[src/rtl/sync_fifo_multi_input_if.sv]
`default_nettype none
// ============================================================================
// sync_fifo_multi_input_if : multi-lane write / single-read FIFO bus
// Rev 1.0
// ============================================================================
interface sync_fifo_multi_input_if #(
  parameter int DATAWIDTH = 8,
  parameter int DEPTH     = 8,
  parameter int NUM_WR    = 2
);
  localparam int PW = $clog2(DEPTH) + 1;

  logic [NUM_WR-1:0]           wr_en;
  logic [NUM_WR*DATAWIDTH-1:0] wr_data;
  logic                        rd_en;
  logic [DATAWIDTH-1:0]        rd_data;
  logic                        rd_valid;
  logic                        full;
  logic                        empty;
  logic [PW-1:0]               count;
  logic [PW-1:0]               free_slots;
  logic                        wr_overflow;
  logic                        rd_underflow;

  modport master (
    output wr_en, wr_data, rd_en,
    input  rd_data, rd_valid, full, empty, count, free_slots, wr_overflow, rd_underflow
  );

  modport slave (
    input  wr_en, wr_data, rd_en,
    output rd_data, rd_valid, full, empty, count, free_slots, wr_overflow, rd_underflow
  );
endinterface
`default_nettype wire

[src/rtl/sync_fifo_multi_input.sv]
`default_nettype none
// ============================================================================
// sync_fifo_multi_input : FIFO with NUM_WR compacted write lanes, one read port
// Rev 1.0
// ============================================================================
module sync_fifo_multi_input #(
  parameter int DATAWIDTH = 8,
  parameter int DEPTH     = 8,
  parameter int NUM_WR    = 2
) (
  input  logic                     clk,
  input  logic                     rst_n,
  sync_fifo_multi_input_if.slave   bus
);
  localparam int AW = $clog2(DEPTH);
  localparam int PW = AW + 1;
  localparam logic [PW-1:0] DEPTH_P = PW'(DEPTH);

  logic [DATAWIDTH-1:0] mem_q [DEPTH];

  logic [PW-1:0]        wr_ptr_q, wr_ptr_d;
  logic [PW-1:0]        rd_ptr_q, rd_ptr_d;
  logic [PW-1:0]        count_q, count_d;
  logic [DATAWIDTH-1:0] rd_data_q, rd_data_d;
  logic                 rd_valid_q, rd_valid_d;
  logic                 wr_overflow_q, wr_overflow_d;
  logic                 rd_underflow_q, rd_underflow_d;

  logic [DATAWIDTH-1:0] lane_data [NUM_WR];
  logic [AW-1:0]        lane_off  [NUM_WR];
  logic [AW-1:0]        lane_addr [NUM_WR];
  logic [PW-1:0]        n_wr;
  logic [PW-1:0]        free_slots;
  logic                 empty;
  logic                 wr_accept;
  logic                 rd_do;

  for (genvar g = 0; g < NUM_WR; g++) begin : g_lane
    assign lane_data[g] = bus.wr_data[g*DATAWIDTH +: DATAWIDTH];
  end

  assign empty      = (count_q == '0);
  assign free_slots = DEPTH_P - count_q;

  // Each enabled lane lands at wr_ptr plus the number of enabled lanes below it.
  always_comb begin
    n_wr = '0;
    for (int i = 0; i < NUM_WR; i++) begin
      lane_off[i]  = n_wr[AW-1:0];
      lane_addr[i] = wr_ptr_q[AW-1:0] + n_wr[AW-1:0];
      n_wr         = n_wr + PW'(bus.wr_en[i]);
    end
  end

  // Acceptance uses occupancy at the start of the cycle; a same-cycle read gives no credit.
  assign wr_accept = (n_wr != '0) && (n_wr <= free_slots);
  assign rd_do     = bus.rd_en && !empty;

  always_comb begin
    wr_ptr_d       = wr_accept ? (wr_ptr_q + n_wr) : wr_ptr_q;
    rd_ptr_d       = rd_do ? (rd_ptr_q + PW'(1)) : rd_ptr_q;
    count_d        = count_q + (wr_accept ? n_wr : '0) - PW'(rd_do);
    rd_data_d      = rd_do ? mem_q[rd_ptr_q[AW-1:0]] : rd_data_q;
    rd_valid_d     = rd_do;
    wr_overflow_d  = (n_wr > free_slots);
    rd_underflow_d = bus.rd_en && empty;
  end

  always_ff @(posedge clk or negedge rst_n) begin
    if (!rst_n) begin
      wr_ptr_q       <= '0;
      rd_ptr_q       <= '0;
      count_q        <= '0;
      rd_data_q      <= '0;
      rd_valid_q     <= 1'b0;
      wr_overflow_q  <= 1'b0;
      rd_underflow_q <= 1'b0;
    end else begin
      wr_ptr_q       <= wr_ptr_d;
      rd_ptr_q       <= rd_ptr_d;
      count_q        <= count_d;
      rd_data_q      <= rd_data_d;
      rd_valid_q     <= rd_valid_d;
      wr_overflow_q  <= wr_overflow_d;
      rd_underflow_q <= rd_underflow_d;
    end
  end

  always_ff @(posedge clk) begin
    for (int i = 0; i < NUM_WR; i++) begin
      if (wr_accept && bus.wr_en[i]) begin
        mem_q[lane_addr[i]] <= lane_data[i];
      end
    end
  end

  assign bus.rd_data      = rd_data_q;
  assign bus.rd_valid     = rd_valid_q;
  assign bus.full         = (count_q == DEPTH_P);
  assign bus.empty        = empty;
  assign bus.count        = count_q;
  assign bus.free_slots   = free_slots;
  assign bus.wr_overflow  = wr_overflow_q;
  assign bus.rd_underflow = rd_underflow_q;

endmodule
`default_nettype wire

[src/flat_wrapper.sv]
// flat-port wrapper written by rule: the top's interface ports become plain ports
module sync_fifo_multi_input_flat 
#(
  parameter int DATAWIDTH = 8,
  parameter int DEPTH     = 8,
  parameter int NUM_WR    = 2
)
  (clk, rst_n, bus_wr_en, bus_wr_data, bus_rd_en, bus_rd_data, bus_rd_valid, bus_full, bus_empty, bus_count, bus_free_slots, bus_wr_overflow, bus_rd_underflow);
  sync_fifo_multi_input_if #(.DATAWIDTH(DATAWIDTH), .DEPTH(DEPTH), .NUM_WR(NUM_WR)) bus_i ();
  input  logic clk;
  input  logic rst_n;
  input wire logic [$bits(bus_i.wr_en)-1:0] bus_wr_en;
  input wire logic [$bits(bus_i.wr_data)-1:0] bus_wr_data;
  input wire logic [$bits(bus_i.rd_en)-1:0] bus_rd_en;
  output wire logic [$bits(bus_i.rd_data)-1:0] bus_rd_data;
  output wire logic [$bits(bus_i.rd_valid)-1:0] bus_rd_valid;
  output wire logic [$bits(bus_i.full)-1:0] bus_full;
  output wire logic [$bits(bus_i.empty)-1:0] bus_empty;
  output wire logic [$bits(bus_i.count)-1:0] bus_count;
  output wire logic [$bits(bus_i.free_slots)-1:0] bus_free_slots;
  output wire logic [$bits(bus_i.wr_overflow)-1:0] bus_wr_overflow;
  output wire logic [$bits(bus_i.rd_underflow)-1:0] bus_rd_underflow;
  assign bus_i.wr_en = bus_wr_en;
  assign bus_i.wr_data = bus_wr_data;
  assign bus_i.rd_en = bus_rd_en;
  assign bus_rd_data = bus_i.rd_data;
  assign bus_rd_valid = bus_i.rd_valid;
  assign bus_full = bus_i.full;
  assign bus_empty = bus_i.empty;
  assign bus_count = bus_i.count;
  assign bus_free_slots = bus_i.free_slots;
  assign bus_wr_overflow = bus_i.wr_overflow;
  assign bus_rd_underflow = bus_i.rd_underflow;
  sync_fifo_multi_input #(.DATAWIDTH(DATAWIDTH), .DEPTH(DEPTH), .NUM_WR(NUM_WR)) u_core (.clk(clk), .rst_n(rst_n), .bus(bus_i));
endmodule
[config.mk]
export PLATFORM = sky130hd
export DESIGN_NAME = sync_fifo_multi_input_flat
export DESIGN_NICKNAME = d
export VERILOG_FILES = /design/src/rtl/sync_fifo_multi_input_if.sv /design/src/rtl/sync_fifo_multi_input.sv /design/src/flat_wrapper.sv
export SDC_FILE = /design/constraint.sdc
export NUM_CORES = 1
export LEC_CHECK = 0
export ABC_AREA = 1
export BUFFER_PORTS_ARGS = -buffer_cell sky130_fd_sc_hd__buf_2
export CORE_MARGIN = 1.5
export CORE_UTILIZATION = 50
export DETAILED_ROUTE_END_ITERATION = 7
export GPL_ROUTABILITY_DRIVEN = 0
export PLACE_DENSITY = 0.69
export SLEW_MARGIN = 20
export SYNTH_ARGS = -nofsm -noshare
export SYNTH_HDL_FRONTEND = slang
export SYNTH_SLANG_ARGS = --single-unit
export TNS_END_PERCENT = 10
[constraint.sdc]
create_clock -name clk -period 3.5 [get_ports clk]
set_input_delay 0.175 -clock clk [delete_from_list [all_inputs] [get_ports clk]]
set_output_delay 0.175 -clock clk [all_outputs]
set_load 0.03 [all_outputs]
Word level (Yosys, flattened, before mapping) --
Memories as Yosys holds them, arrays and structs flattened. A register that Yosys moved wholly into a read port is not among the register bits. Cells that the tools add are included.
Storage, ports and cells: bits in registers 15, bits in writable memories 64, input bits 21, output and inout bits 21, word-level logic and storage cells 31, memories 1
Operators by class: add/subtract/negate cells 7, magnitude comparators 2, equal/unequal tests 1, multiplexer cells 5, reduce and logical (&&, ||, !) cells 9
Memories:
- u_core.mem_q | words 8, width 8, rd ports 1, clocked after memory_dff 1, write ports 2, RTL line sync_fifo_multi_input.sv:19 | logic [DATAWIDTH-1:0] mem_q [DEPTH];
Operators by type and width (number):
- adder 4 bit | 2
- logical AND 1 bit | 5
- adder 4 x 1 -> 4 bit (second input constant) | 1
- equality test 4 bit (second input constant) | 1
- greater-than comparator 4 bit | 1
- less-or-equal comparator 4 bit | 1
- logical NOT 4 bit | 1
- two-way mux 1 bit | 4
- two-way mux 4 bit | 1
- nonzero test 4 bit | 1
- subtractor 4 x 1 -> 4 bit | 1
- subtractor 4 bit (first input constant) | 1
- adder 3 x 1 -> 3 bit | 1
- adder 1 x 1 -> 2 bit | 1
- logical NOT 1 bit | 2

Longest topological paths before layout --
Gate-level depths: netlist (run 1).
depth in word-level cells 6, depth in mapped cells 20, gate-level depth less buffers 17

Worst setup path before layout (run 1) --
No wires, ideal clock.
path kind reg2reg, start point register u_core.count_q[0], in the netlist u_core.bus.count[0], end point register u_core.count_q[2], in the netlist u_core.bus.count[2], library setup time 123 ps, arrival time 3058 ps, data required time 3377 ps, path slack 319 ps, stages on the path, launching flop included 16, path buffers 1, clock period less this slack 3181 ps, path through dfrtp_1 -> inv_1 -> ha_1 -> inv_1 -> ha_1 -> nand2_1 -> nand2_1 -> nand3_1 -> nor2_4 -> nor2_8 -> buf_4 -> nand2_1 -> ha_1 -> inv_1 -> fa_1 -> xor2_1
On the way: word-level cells in the longest chain between the ends 6, elaborated cells on any way between the ends 9, those cells by class add/sub: 3; order compare: 1; mux: 1; reduce/logical: 4
Ends and longest elaborated chain:
- from (decl) | RTL line sync_fifo_multi_input.sv:23 | logic [PW-1:0] count_q, count_d;
- from (signal assigned) | RTL line sync_fifo_multi_input.sv:81 | count_q <= count_d;
- subtractor 4 bit | RTL line sync_fifo_multi_input.sv:43 | assign free_slots = DEPTH_P - count_q;
- net bus_free_slots[1] | RTL line flat_wrapper.sv:20 | output wire logic [$bits(bus_i.free_slots)-1:0] bus_free_slots;
- less-or-equal comparator 4 bit | RTL line sync_fifo_multi_input.sv:56 | assign wr_accept = (n_wr != '0) && (n_wr <= free_slots);
- logical AND 1 bit | RTL line sync_fifo_multi_input.sv:56
- two-way mux 4 bit | RTL line sync_fifo_multi_input.sv:62 | count_d = count_q + (wr_accept ? n_wr : '0) - PW'(rd_do);
- adder 4 bit | RTL line sync_fifo_multi_input.sv:62
- subtractor 4 x 1 -> 4 bit | RTL line sync_fifo_multi_input.sv:62
- net u_core.count_d[2] | RTL line sync_fifo_multi_input.sv:23
The timed path passes the listed nets, and every way through them passes these cells. A chain may end at the register's enable or synchronous reset.

==> reports/metrics.json, run 1 <==
{
  "worst_setup_path": {
    "timing.critical_path.arrival_ns": 2.94,
    "critPathKind": "flop to flop",
    "critical_path.endpoint_type": "flop",
    "start_kind": "flop",
    "timing.critical_path.fanout_max": 19,
    "critPathRequiredTime_ns": 3.48
  },
  "power_and_ir_drop": {
    "power.density_mw_per_mm2": 862,
    "vdd.ir_drop.worst_mv": 0.602,
    "fin_total_pwr_w": 0.00471,
    "leakagePower_nw": 2.33
  },
  "die": {
    "starting_density_pct": 51.9,
    "placeable_area_mm2": 0.00986,
    "floorplan.io_pins": 42,
    "rows": 36,
    "fp.dieArea_mm2": 0.0109,
    "floorplan.die.width_um": 104,
    "dieHeight_um": 104
  },
  "worst_hold_path": {
    "hold_class": "input pin to flop"
  },
  "timing": {
    "drv_slew": 0,
    "fin_worst_skew_ns": 0.0178,
    "report.final.hold_viol_count": 0,
    "postLayoutSetupSlackWorst_ns": 0.543,
    "setup_violations": 0,
    "rsz0062_at_grt": "false",
    "worst-slew-pin-transition_ns": 0.990,
    "post-route-min-period_ns": 2.96,
    "fmax_mhz": 338,
    "slew_headroom_pct": 34.0,
    "min_period_over_period_pct": 84.5,
    "totalNegativeSetupSlack_ns": 0
  },
  "synthesis": {
    "synthesis.yosys.warnings": 0,
    "synthTopCellsByArea": "edfxtp_1, nand2_1, dfrtp_1",
    "postSynthRegisterBits": 85,
    "synth_top_area_share_pct": 37.6,
    "synth_largest_area_cell": "edfxtp_1",
    "synth.cell_area_mm2": 0.00512,
    "synth.distinct_cells": 31,
    "synthCells": 576,
    "synth_area_per_cell_um2": 8.88,
    "seq_area_frac_synth_pct": 47.8,
    "postSynthNetCount": 615
  },
  "route": {
    "dr_total_vias": 4277,
    "post_drt_wl_per_cell_um": 18.7,
    "route.antenna.remaining_nets": 0,
    "drt_iter0_drc": 374,
    "post_drt_via_cell_ratio": 5.90,
    "routed_wl_um": 13500,
    "drt_drc_violations_left": 0,
    "drt-pass1-iter-count": 5
  },
  "clocking": {
    "tritoncts_clock_tree": "yes",
    "cts_root_buffer": "clkbuf_8",
    "worst_setup_hold_path_clk_slew_ns": 0.09,
    "cts_setup_buffers": 0,
    "max-clock-path-buffers": 2,
    "cts_repair_resize_count": 0,
    "cts_hold_buffers": 1,
    "clock_sink_count": 85,
    "cts.htree.levels": 3,
    "tritoncts.num_buffers": 9,
    "worst_skew_pair.late_latency_ns": 0.35
  },
  "final_layout": {
    "layout-drive-gt1-share_pct": 15.4,
    "diodes": 0,
    "final_common_cell": "nand2_1",
    "number_of_nets_in_the_layout": 626,
    "final_cell_mix": "nand2_1, nand4_1, edfxtp_1",
    "syn2layout_area_growth_pct": 6.80,
    "post-route-cell-area_mm2": 0.00547
  },
  "flow_run": {
    "max_cap_violations": 0
  },
  "run_status": {
    "run_status": "finished clean"
  },
  "grt": {
    "first_global_vias": 3992,
    "grt_antenna_before_repair": 0,
    "grt_util_all_layers_pct": 25.8,
    "grt.overflow.total": 0,
    "grt_first_pass_wirelength_um": 21400,
    "grt_max_degree": 73
  },
  "placed_design": {
    "half_perimeter_wire_length_after_detailed_placement_um": 9360,
    "dpl_cell_area_mm2": 0.00529,
    "port_buffers": 41,
    "place_ws_ns": 0.602
  }
}
[final timing paths]
| kind | from | end | slack, ns | cells after the start |
|---|---|---|---|---|
| max in group asynchronous | rst_n | u_core.bus.rd_data[5]$_DFFE_PN0P_ | 2.82 | 2 |
| min in group asynchronous | rst_n | u_core.bus.rd_data[0]$_DFFE_PN0P_ | 0.32 | 2 |
| worst max-delay path | u_core.bus.count[0]$_DFF_PN0_ | u_core.mem_q[2][1]$_DFFE_PP_ | 0.54 | 11 |
| worst min register to register | u_core.bus.rd_data[5]$_DFFE_PN0P_ | u_core.bus.rd_data[5]$_DFFE_PN0P_ | 0.48 | 2 |
| worst min-delay path | bus_rd_en | u_core.bus.rd_underflow$_DFF_PN0_ | 0.05 | 3 |
| worst max register to register | u_core.bus.count[0]$_DFF_PN0_ | u_core.mem_q[2][1]$_DFFE_PP_ | 0.54 | 11 |
[report_power, final]
group	switching, W	leakage [nW]	internal (W)
Clock	0.000349	0.0878	0.000261
Sequential	0.000201	0.839	0.00146
Combinational	0.00174	1.40	0.000700
Total	0.00229	2.33	0.00242
[cell usage after synthesis (all sizes together)]
library cell and number:
dfrtp 21, xor2 3, edfxtp 64, buf 30
a21oi 1, fa 2, clkbuf 16, inv 29
clkinv 1, nor2 62, o211ai 16, nand4 72
nor3 1, o21ai 43, nand3 25, ha 16
nand2 173, xnor2 1
[logic make-up (layout without fill, tap and decap cells)]
family	after synthesis	after routing	share of synthesized area (%)
buffers and inverters	76	92	6.75
flip-flops	85	85	47.8
adder cells (fa/ha/maj)	18	18	4.69
AO/OA/AOI/OAI	60	60	6.65
XOR/XNOR	4	4	0.685
AND/OR/NAND/NOR	333	333	33.4
[sequential cells by signal, summed over array words and instances, names as in the netlist]
| name | flops |
|---|---|
| u_core.bus.count | 4 |
| u_core.rd_ptr_q | 3 |
| u_core.wr_ptr_q | 3 |
| u_core.bus.rd_valid | 1 |
| u_core.bus.rd_underflow | 1 |
| u_core.mem_q | 64 |
| u_core.bus.rd_data | 8 |
| u_core.bus.wr_overflow | 1 |
[cell type report]
type / count / area, um^2
multi-input combinational: 415 / 2320
sequential: 85 / 2450
timing repair buffer: 46 / 245
inverter: 30 / 113
fill: 861 / 4400
tap: 133 / 166
clock buffer: 11 / 131
clock inverter: 5 / 37.5
[metrics by stage]
step / hold slack, ns / util (%) / cells
floorplan: -0.121 / - / 576
global placement: 0.170 / 53.6 / 708
detailed placement: 0.177 / 53.6 / 708
CTS: 0.0433 / 55.4 / 725
global route: 0.0780 / 55.4 / 725
finish: 0.0513 / 55.4 / 725
[worst max-delay path: stages, from the launching register on]
cell,delay (ns)
dfrtp_1,0.39
inv_1,0.11
ha_1,0.31
inv_1,0.05
ha_1,0.30
nand2_1,0.07
nand2_1,0.06
nand3_1,0.13
nor2_4,0.07
nor2_8,0.23
nand2_2,0.22
o21ai_1,0.65
[metal layers]
| layer | GRT usage (%) | wire length (um) |
|---|---|---|
| met4 | 10.4 | 450 |
| met3 | 4.89 | 1150 |
| met1 | 34.3 | 5600 |
| met2 | 41.5 | 6330 |
| met5 | 0 | 0 |
No activity file was read; power rests on OpenSTA's default activity.
==> inputs of run 2 (changes only) <==
--- a/config.mk
+++ b/config.mk
@@ -5,7 +5,7 @@
 export SDC_FILE = /design/constraint.sdc
 export NUM_CORES = 1
 export LEC_CHECK = 0
-export ABC_AREA = 1
+export ABC_AREA = 0
 export BUFFER_PORTS_ARGS = -buffer_cell sky130_fd_sc_hd__buf_2
 export CORE_MARGIN = 1.5
 export CORE_UTILIZATION = 50
==> constraint.sdc (replaced) <==
create_clock -name clk -period 2.74 [get_ports clk]
set_input_delay 0.137 -clock clk [delete_from_list [all_inputs] [get_ports clk]]
set_output_delay 0.137 -clock clk [all_outputs]
set_load 0.03 [all_outputs]
==> run 2 against run 1 <==
  * First-iteration DRC count shrank 51%
  * Count of clock-buffer cells in the layout shrank 1
  * Combinational power grew 27%
  * Sequential power grew 27%
  * Core utilization grew 5.7 points
  * Largest cell class unchanged
  * Clock skew shrank 0.0076 ns
==> reports/metrics.json, run 2 <==
{
  "synthesis": {
    "synth_area_per_cell_um2": 13.8,
    "synth_common_cells": "edfxtp_1, mux2_2, mux2i_1",
    "postSynthRegisterBits": 85,
    "synth_top_area_share_pct": 41.6,
    "synthesis.yosys.warnings": 0,
    "synth_largest_area_cell": "edfxtp_1",
    "synth.cell_area_mm2": 0.00462,
    "synthCells": 336,
    "synthTopCellsByArea": "edfxtp_1, mux2_2, dfrtp_1",
    "synth.distinct_cells": 36,
    "post-synth-top-count-cell": "edfxtp_1",
    "seq_area_frac_synth_pct": 53.0,
    "synth_enable_flop_cells": 64,
    "synth-async-reset-ratio_pct": 24.7,
    "synth-main-ff-cell": "edfxtp_1",
    "postSynthNetCount": 375
  },
  "worst_setup_path": {
    "timing.critical_path.fanout_max": 3,
    "path_buf_inv": 3,
    "worst_path_largest_cell_delay_ns": 0.39,
    "worst_path_cell_chain": "inv_2 > ha_4 > inv_2 > ha_4 > nand2b_1 > a221o_1 > o211ai_1 > ha_1 > inv_2 > ha_4 > a21o_1 > a21oi_2 > xor2_1",
    "cp_slowest_cell": "dfrtp_2",
    "start_kind": "flop",
    "critPathRequiredTime_ns": 3.02,
    "crit_family": "adder cells",
    "timing.critical_path.arrival_ns": 2.99,
    "critPathKind": "flop to flop",
    "critical_path.endpoint_type": "flop"
  },
  "worst_hold_path": {
    "hold_class": "input pin to flop"
  },
  "route": {
    "post_drt_via_cell_ratio": 5.80,
    "route.antenna.remaining_nets": 0,
    "drt_iter0_drc": 185,
    "dr_total_vias": 2959,
    "drt_drc_violations_left": 0,
    "post_drt_wl_per_cell_um": 20.5,
    "drt-pass1-iter-count": 5,
    "routed_wl_um": 10500
  },
  "timing": {
    "rsz0062_at_grt": "true",
    "worst-slew-pin-transition_ns": 0.878,
    "whs_ns": 0.0399,
    "min_period_over_period_pct": 98.7,
    "totalNegativeSetupSlack_ns": 0,
    "setup_violations": 0,
    "fin_worst_skew_ns": 0.0102,
    "postLayoutSetupSlackWorst_ns": 0.0367,
    "drv_slew": 0,
    "fmax_mhz": 370,
    "post-route-min-period_ns": 2.70,
    "report.final.hold_viol_count": 0,
    "slew_headroom_pct": 41.4
  },
  "power_and_ir_drop": {
    "net-switching-power_w": 0.00259,
    "power.density_mw_per_mm2": 1150,
    "leakagePower_nw": 2.20,
    "cell_internal_pwr_w": 0.00362,
    "fin_total_pwr_w": 0.00622,
    "pwr-share-clk_pct": 16.1,
    "vdd.ir_drop.worst_mv": 0.451,
    "power.switching_fraction_pct": 41.7,
    "power_frac_comb_pct": 50.0,
    "pwr-share-seq_pct": 34.0
  },
  "clocking": {
    "cts_root_buffer": "clkbuf_8",
    "max-clock-path-buffers": 2,
    "worst_setup_hold_path_clk_slew_ns": 0.09,
    "worst_skew_pair.late_latency_ns": 0.36,
    "clock_sink_count": 85,
    "cts.htree.levels": 3,
    "tritoncts.num_buffers": 9,
    "tritoncts_clock_tree": "yes"
  },
  "final_layout": {
    "final_cell_mix": "edfxtp_1, mux2_2, buf_2",
    "post-route-util_pct": 61.1,
    "final_common_cell": "edfxtp_1",
    "syn2layout_area_growth_pct": 17.0,
    "layout-drive-gt1-share_pct": 40.3,
    "n_fill_cell": 730,
    "diodes": 0,
    "number_of_nets_in_the_layout": 436,
    "largest_reg_flops": 64
  },
  "grt": {
    "grt_util_all_layers_pct": 22.3,
    "first_global_vias": 2948,
    "grt_max_degree": 22,
    "grt_antenna_before_repair": 0,
    "grt.overflow.total": 0,
    "grt_first_pass_wirelength_um": 16100
  },
  "die": {
    "floorplan.die.width_um": 99.1,
    "dieHeight_um": 99.1,
    "starting_density_pct": 52.2,
    "floorplan.io_pins": 42,
    "fp.dieArea_mm2": 0.00983,
    "rows": 34,
    "placeable_area_mm2": 0.00885
  },
  "placed_design": {
    "port_buffers": 41,
    "place_ws_ns": 0.0606,
    "half_perimeter_wire_length_after_detailed_placement_um": 7060
  },
  "run_status": {
    "run_status": "finished clean"
  },
  "flow_run": {
    "max_cap_violations": 0
  }
}
[run 2: cell types whose count changed in the layout (fill, tap and decap cells not counted), moves of 10 or more]
| cell | before | now |
|---|---|---|
| o21ai_1 | 10 | 0 |
| inv_1 | 26 | 12 |
| o211ai_1 | 16 | 2 |
| a22oi_1 | 0 | 22 |
| mux2i_1 | 0 | 32 |
| buf_4 | 4 | 17 |
| mux2_2 | 0 | 54 |
| nand4_1 | 64 | 0 |
| o21ai_0 | 33 | 0 |
| mux2_1 | 0 | 12 |
| nor2_1 | 50 | 9 |
| nand3_1 | 21 | 8 |
| nand2_1 | 168 | 22 |
[run 2: cell families after synthesis]
kind of cell,after synthesis,synth area share (%)
multiplexers,98,23.0
AND/OR/NAND/NOR,59,6.01
XOR/XNOR,9,1.87
buffers and inverters,29,2.76
AO/OA/AOI/OAI,38,8.18
adder cells (fa/ha/maj),18,5.20
flip-flops,85,53.0
[run 2: per-layer routing]
layer | global-route usage (%) | vias up | routed length (um)
li1 | - | 1391 | -
met1 | 31.2 | 1453 | 4630
met2 | 35.5 | 103 | 5040
met3 | 4.71 | 12 | 637
met4 | 6.61 | 0 | 149
met5 | 0 | - | 0
[run 2: power groups by stage]
stage	combinational (W)	sequential, W	clock [W]
global placement	0.00301	0.00212	0
detailed placement	0.00306	0.00214	0
finish	0.00311	0.00211	0.00100
global route	0.00336	0.00215	0.00105
CTS	0.00308	0.00212	0.00101
floorplan	0.00204	0.00224	0
[run 2: area by class of cell]
| cell class | count | area [um^2] | share of cell area, % |
|---|---|---|---|
| flip-flops and latches | 85 | 2450 | 45.4 |
| clock buffers | 10 | 128 | 2.36 |
| repair buffers | 63 | 423 | 7.83 |
| well taps | 108 | 135 | 2.50 |
| multi-input cells | 222 | 2110 | 39.1 |
| inverters | 16 | 60.1 | 1.11 |
| clock inverters | 6 | 93.8 | 1.74 |
[run 2: metrics by stage]
step,cells,cell area (um^2)
finish,510,5400
detailed placement,492,5150
floorplan,336,4680
global route,510,5400
global placement,492,5150
CTS,509,5380
[run 2: worst paths after layout]
check / start / to / slack [ns] / depth (start not counted)
max in group asynchronous: rst_n / u_core.rd_ptr_q[0]$_DFFE_PN0P_ / 2.09 / 2
setup reg to reg: u_core.bus.count[1]$_DFF_PN0_ / u_core.bus.count[3]$_DFF_PN0_ / 0.04 / 13
min in group asynchronous: rst_n / u_core.bus.rd_data[1]$_DFFE_PN0P_ / 0.28 / 2
hold / removal: bus_rd_en / u_core.bus.rd_underflow$_DFF_PN0_ / 0.04 / 2
hold reg to reg: u_core.bus.rd_data[3]$_DFFE_PN0P_ / u_core.bus.rd_data[3]$_DFFE_PN0P_ / 0.48 / 2
setup / recovery: u_core.bus.count[1]$_DFF_PN0_ / u_core.bus.count[3]$_DFF_PN0_ / 0.04 / 13
[run 2: timing repair]
| action | 4_1_cts | 5_1_grt |
|---|---|---|
| endpoints found under the setup margin | 0 | 35 |
| hold endpoints to repair | 21 | 0 |
| hold buffers | 1 | 0 |
| buffers inserted | 0 | 1 |
| resized for setup | 0 | 5 |
==> inputs of run 3 (changes only) <==
--- a/config.mk
+++ b/config.mk
@@ -6,12 +6,11 @@
 export NUM_CORES = 1
 export LEC_CHECK = 0
 export ABC_AREA = 0
-export BUFFER_PORTS_ARGS = -buffer_cell sky130_fd_sc_hd__buf_2
 export CORE_MARGIN = 1.5
 export CORE_UTILIZATION = 50
 export DETAILED_ROUTE_END_ITERATION = 7
+export DONT_BUFFER_PORTS = 1
 export GPL_ROUTABILITY_DRIVEN = 0
-export PLACE_DENSITY = 0.69
 export SLEW_MARGIN = 20
 export SYNTH_ARGS = -nofsm -noshare
 export SYNTH_HDL_FRONTEND = slang
==> constraint.sdc (replaced) <==
create_clock -name clk -period 2.5 [get_ports clk]
set_input_delay 0.125 -clock clk [delete_from_list [all_inputs] [get_ports clk]]
set_output_delay 0.125 -clock clk [all_outputs]
set_load 0.03 [all_outputs]
==> run 3 against run 2 <==
  * The run now ends with setup timing left
  * Combinational power up 10%
  * Core utilization rose by 2.8 points
  * Cell count down 1.2%
  * Flip-flop and latch count is the same
  * Worst setup slack got worse by 0.17 ns
  * Hold slack improved by 0.084 ns
  * Cell area grew 4.6%
  * Routed wire length fell by 2.9%
  * Critical endpoint unchanged
==> reports/metrics.json, run 3 (same netlist as run 2, synthesis figures left out) <==
{
  "final_layout": {
    "n_fill_cell": 667,
    "multi_input_comb_area_mm2": 0.00222,
    "largest_reg_flops": 64,
    "syn2layout_area_growth_pct": 22.3,
    "final_common_cell": "edfxtp_1",
    "post-route-cell-area_mm2": 0.00565,
    "final_cell_mix": "edfxtp_1, mux2_2, mux2i_1",
    "number_of_nets_in_the_layout": 429,
    "post_layout_nonfiller_instances": 504,
    "sequential_cell_area_mm2": 0.00245,
    "layout-drive-gt1-share_pct": 36.5
  },
  "worst_setup_path": {
    "cp_slowest_cell": "dfrtp_2",
    "crit_family": "adder cells",
    "worst_path_largest_cell_delay_ns": 0.38,
    "critical_path.endpoint_type": "flop",
    "path_buf_inv": 3,
    "critPathKind": "flop to flop",
    "r2r_slack_ns": -0.13,
    "timing.critical_path.arrival_ns": 2.92,
    "critPathRequiredTime_ns": 2.79,
    "timing.critical_path.fanout_max": 2,
    "start_kind": "flop",
    "worst_path_cell_chain": "inv_2 > ha_4 > inv_2 > ha_4 > nand2b_1 > a221o_1 > o211ai_1 > ha_1 > inv_2 > ha_4 > a21o_1 > a21oi_2 > xor2_1"
  },
  "route": {
    "post_drt_via_cell_ratio": 5.72,
    "route.antenna.remaining_nets": 0,
    "dr_total_vias": 2882,
    "routed_wl_um": 10200,
    "post_drt_wl_per_cell_um": 20.2,
    "drt_iter0_drc": 111,
    "drt_drc_violations_left": 0,
    "drt-pass1-iter-count": 4
  },
  "die": {
    "rows": 34,
    "dieHeight_um": 99.1,
    "floorplan.die.width_um": 99.1,
    "starting_density_pct": 52.2,
    "floorplan.io_pins": 42,
    "placeable_area_mm2": 0.00885,
    "fp.dieArea_mm2": 0.00983
  },
  "placed_design": {
    "port_buffers": 0,
    "dpl_cell_area_mm2": 0.00517,
    "half_perimeter_wire_length_after_detailed_placement_um": 7040,
    "placedCellCount": 467
  },
  "timing": {
    "post-route-min-period_ns": 2.63,
    "report.final.hold_viol_count": 0,
    "postLayoutSetupSlackWorst_ns": -0.132,
    "worst-slew-pin-transition_ns": 0.963,
    "fin_worst_skew_ns": 0.0103,
    "fmax_mhz": 380,
    "drv_slew": 0,
    "rsz0062_at_grt": "true",
    "slew_headroom_pct": 35.6,
    "min_period_over_period_pct": 105,
    "setup_violations": 53
  },
  "grt": {
    "grt_first_pass_wirelength_um": 16000,
    "first_global_vias": 2962,
    "grt.overflow.total": 0,
    "grt_util_all_layers_pct": 22.1,
    "grt_antenna_before_repair": 1,
    "grt_max_degree": 22
  },
  "clocking": {
    "worst_skew_pair.late_latency_ns": 0.37,
    "cts.htree.levels": 3,
    "clock_sink_count": 85,
    "tritoncts_clock_tree": "yes",
    "cts_root_buffer": "clkbuf_8",
    "tritoncts.num_buffers": 9,
    "max-clock-path-buffers": 2,
    "worst_setup_hold_path_clk_slew_ns": 0.09
  },
  "run_status": {
    "run_status": "finished with violations",
    "violations": "setup timing"
  },
  "power_and_ir_drop": {
    "power_frac_comb_pct": 49.5,
    "power.density_mw_per_mm2": 1230,
    "power.switching_fraction_pct": 42.4,
    "pwr-share-seq_pct": 35.4,
    "cell_internal_pwr_w": 0.00399,
    "pwr-share-clk_pct": 15.1,
    "vdd.ir_drop.worst_mv": 0.693,
    "net-switching-power_w": 0.00294,
    "fin_total_pwr_w": 0.00693,
    "leakagePower_nw": 2.25
  },
  "worst_hold_path": {
    "hold_class": "input pin to flop"
  },
  "flow_run": {
    "max_cap_violations": 0
  }
}
## run 3: area by class of cell
class	count	share of cell area (%)
timing repair buffer	56	10.0
clock inverter	7	1.57
clock buffer	9	2.19
multi-input combinational	222	39.3
antenna	1	0.0443
inverter	16	1.06
sequential	85	43.4
tap	108	2.39
## run 3: worst reg2reg max path: stages, from the launching register on
cell and delay (ns):
dfrtp_2 0.38, inv_2 0.05, ha_4 0.26, inv_2 0.04
ha_4 0.25, nand2b_1 0.05, a221o_1 0.34, o211ai_1 0.21
ha_1 0.27, inv_2 0.08, ha_4 0.19, a21o_1 0.16
a21oi_2 0.14, xor2_1 0.14
## run 3: through the flow
| stage | utilization (%) | TNS [ns] | setup slack (ns) | hold slack [ns] |
|---|---|---|---|---|
| 2_1_floorplan | - | -8.68 | -0.455 | -0.171 |
| 5_1_grt | 63.9 | -7.80 | -0.323 | 0.136 |
| 3_3_place_gp | 58.4 | -3.11 | -0.104 | -0.170 |
| 6_report | 63.9 | -1.38 | -0.132 | 0.124 |
| 4_1_cts | 63.2 | -0.360 | -0.189 | 0.113 |
| 3_5_place_dp | 58.4 | -5.93 | -0.174 | -0.170 |
## run 3: repair_timing
| item | CTS | global route |
|---|---|---|
| setup buffers | 0 | 3 |
| endpoints found under the setup margin | 71 | 111 |
| gates resized for setup | 10 | 10 |
| hold endpoints to repair | 86 | 0 |
| hold buffers | 18 | 0 |
| pin swaps | 1 | 11 |
## run 3: per-layer routing
| layer | vias to the layer above | part of all wire (%) | track usage, % |
|---|---|---|---|
| met4 | 0 | 0.48 | 6.83 |
| li1 | 1379 | - | - |
| met1 | 1438 | 49 | 32.4 |
| met5 | - | 0 | 0 |
| met2 | 61 | 47 | 34.0 |
| met3 | 4 | 4.4 | 3.72 |
## run 3: power groups by stage
| stage | Combinational [W] | Sequential [W] | Clock (W) |
|---|---|---|---|
| 2_1_floorplan | 0.00225 | 0.00245 | 0 |
| 3_3_place_gp | 0.00323 | 0.00248 | 0 |
| 5_1_grt | 0.00375 | 0.00251 | 0.00111 |
| 3_5_place_dp | 0.00325 | 0.00250 | 0 |
| 6_report | 0.00343 | 0.00246 | 0.00104 |
| 4_1_cts | 0.00338 | 0.00246 | 0.00106 |
## run 3: worst paths after layout
kind,startpoint,to,cells after the start
setup / recovery,u_core.bus.count[1]$_DFF_PN0_,u_core.bus.count[3]$_DFF_PN0_,13
hold / removal,bus_rd_en,u_core.rd_ptr_q[0]$_DFFE_PN0P_,3
setup reg to reg,u_core.bus.count[1]$_DFF_PN0_,u_core.bus.count[3]$_DFF_PN0_,13
hold reg to reg,u_core.rd_ptr_q[2]$_DFFE_PN0P_,u_core.rd_ptr_q[2]$_DFFE_PN0P_,1
max in group asynchronous,rst_n,u_core.bus.count[0]$_DFF_PN0_,1
min in group asynchronous,rst_n,u_core.bus.rd_data[7]$_DFFE_PN0P_,1
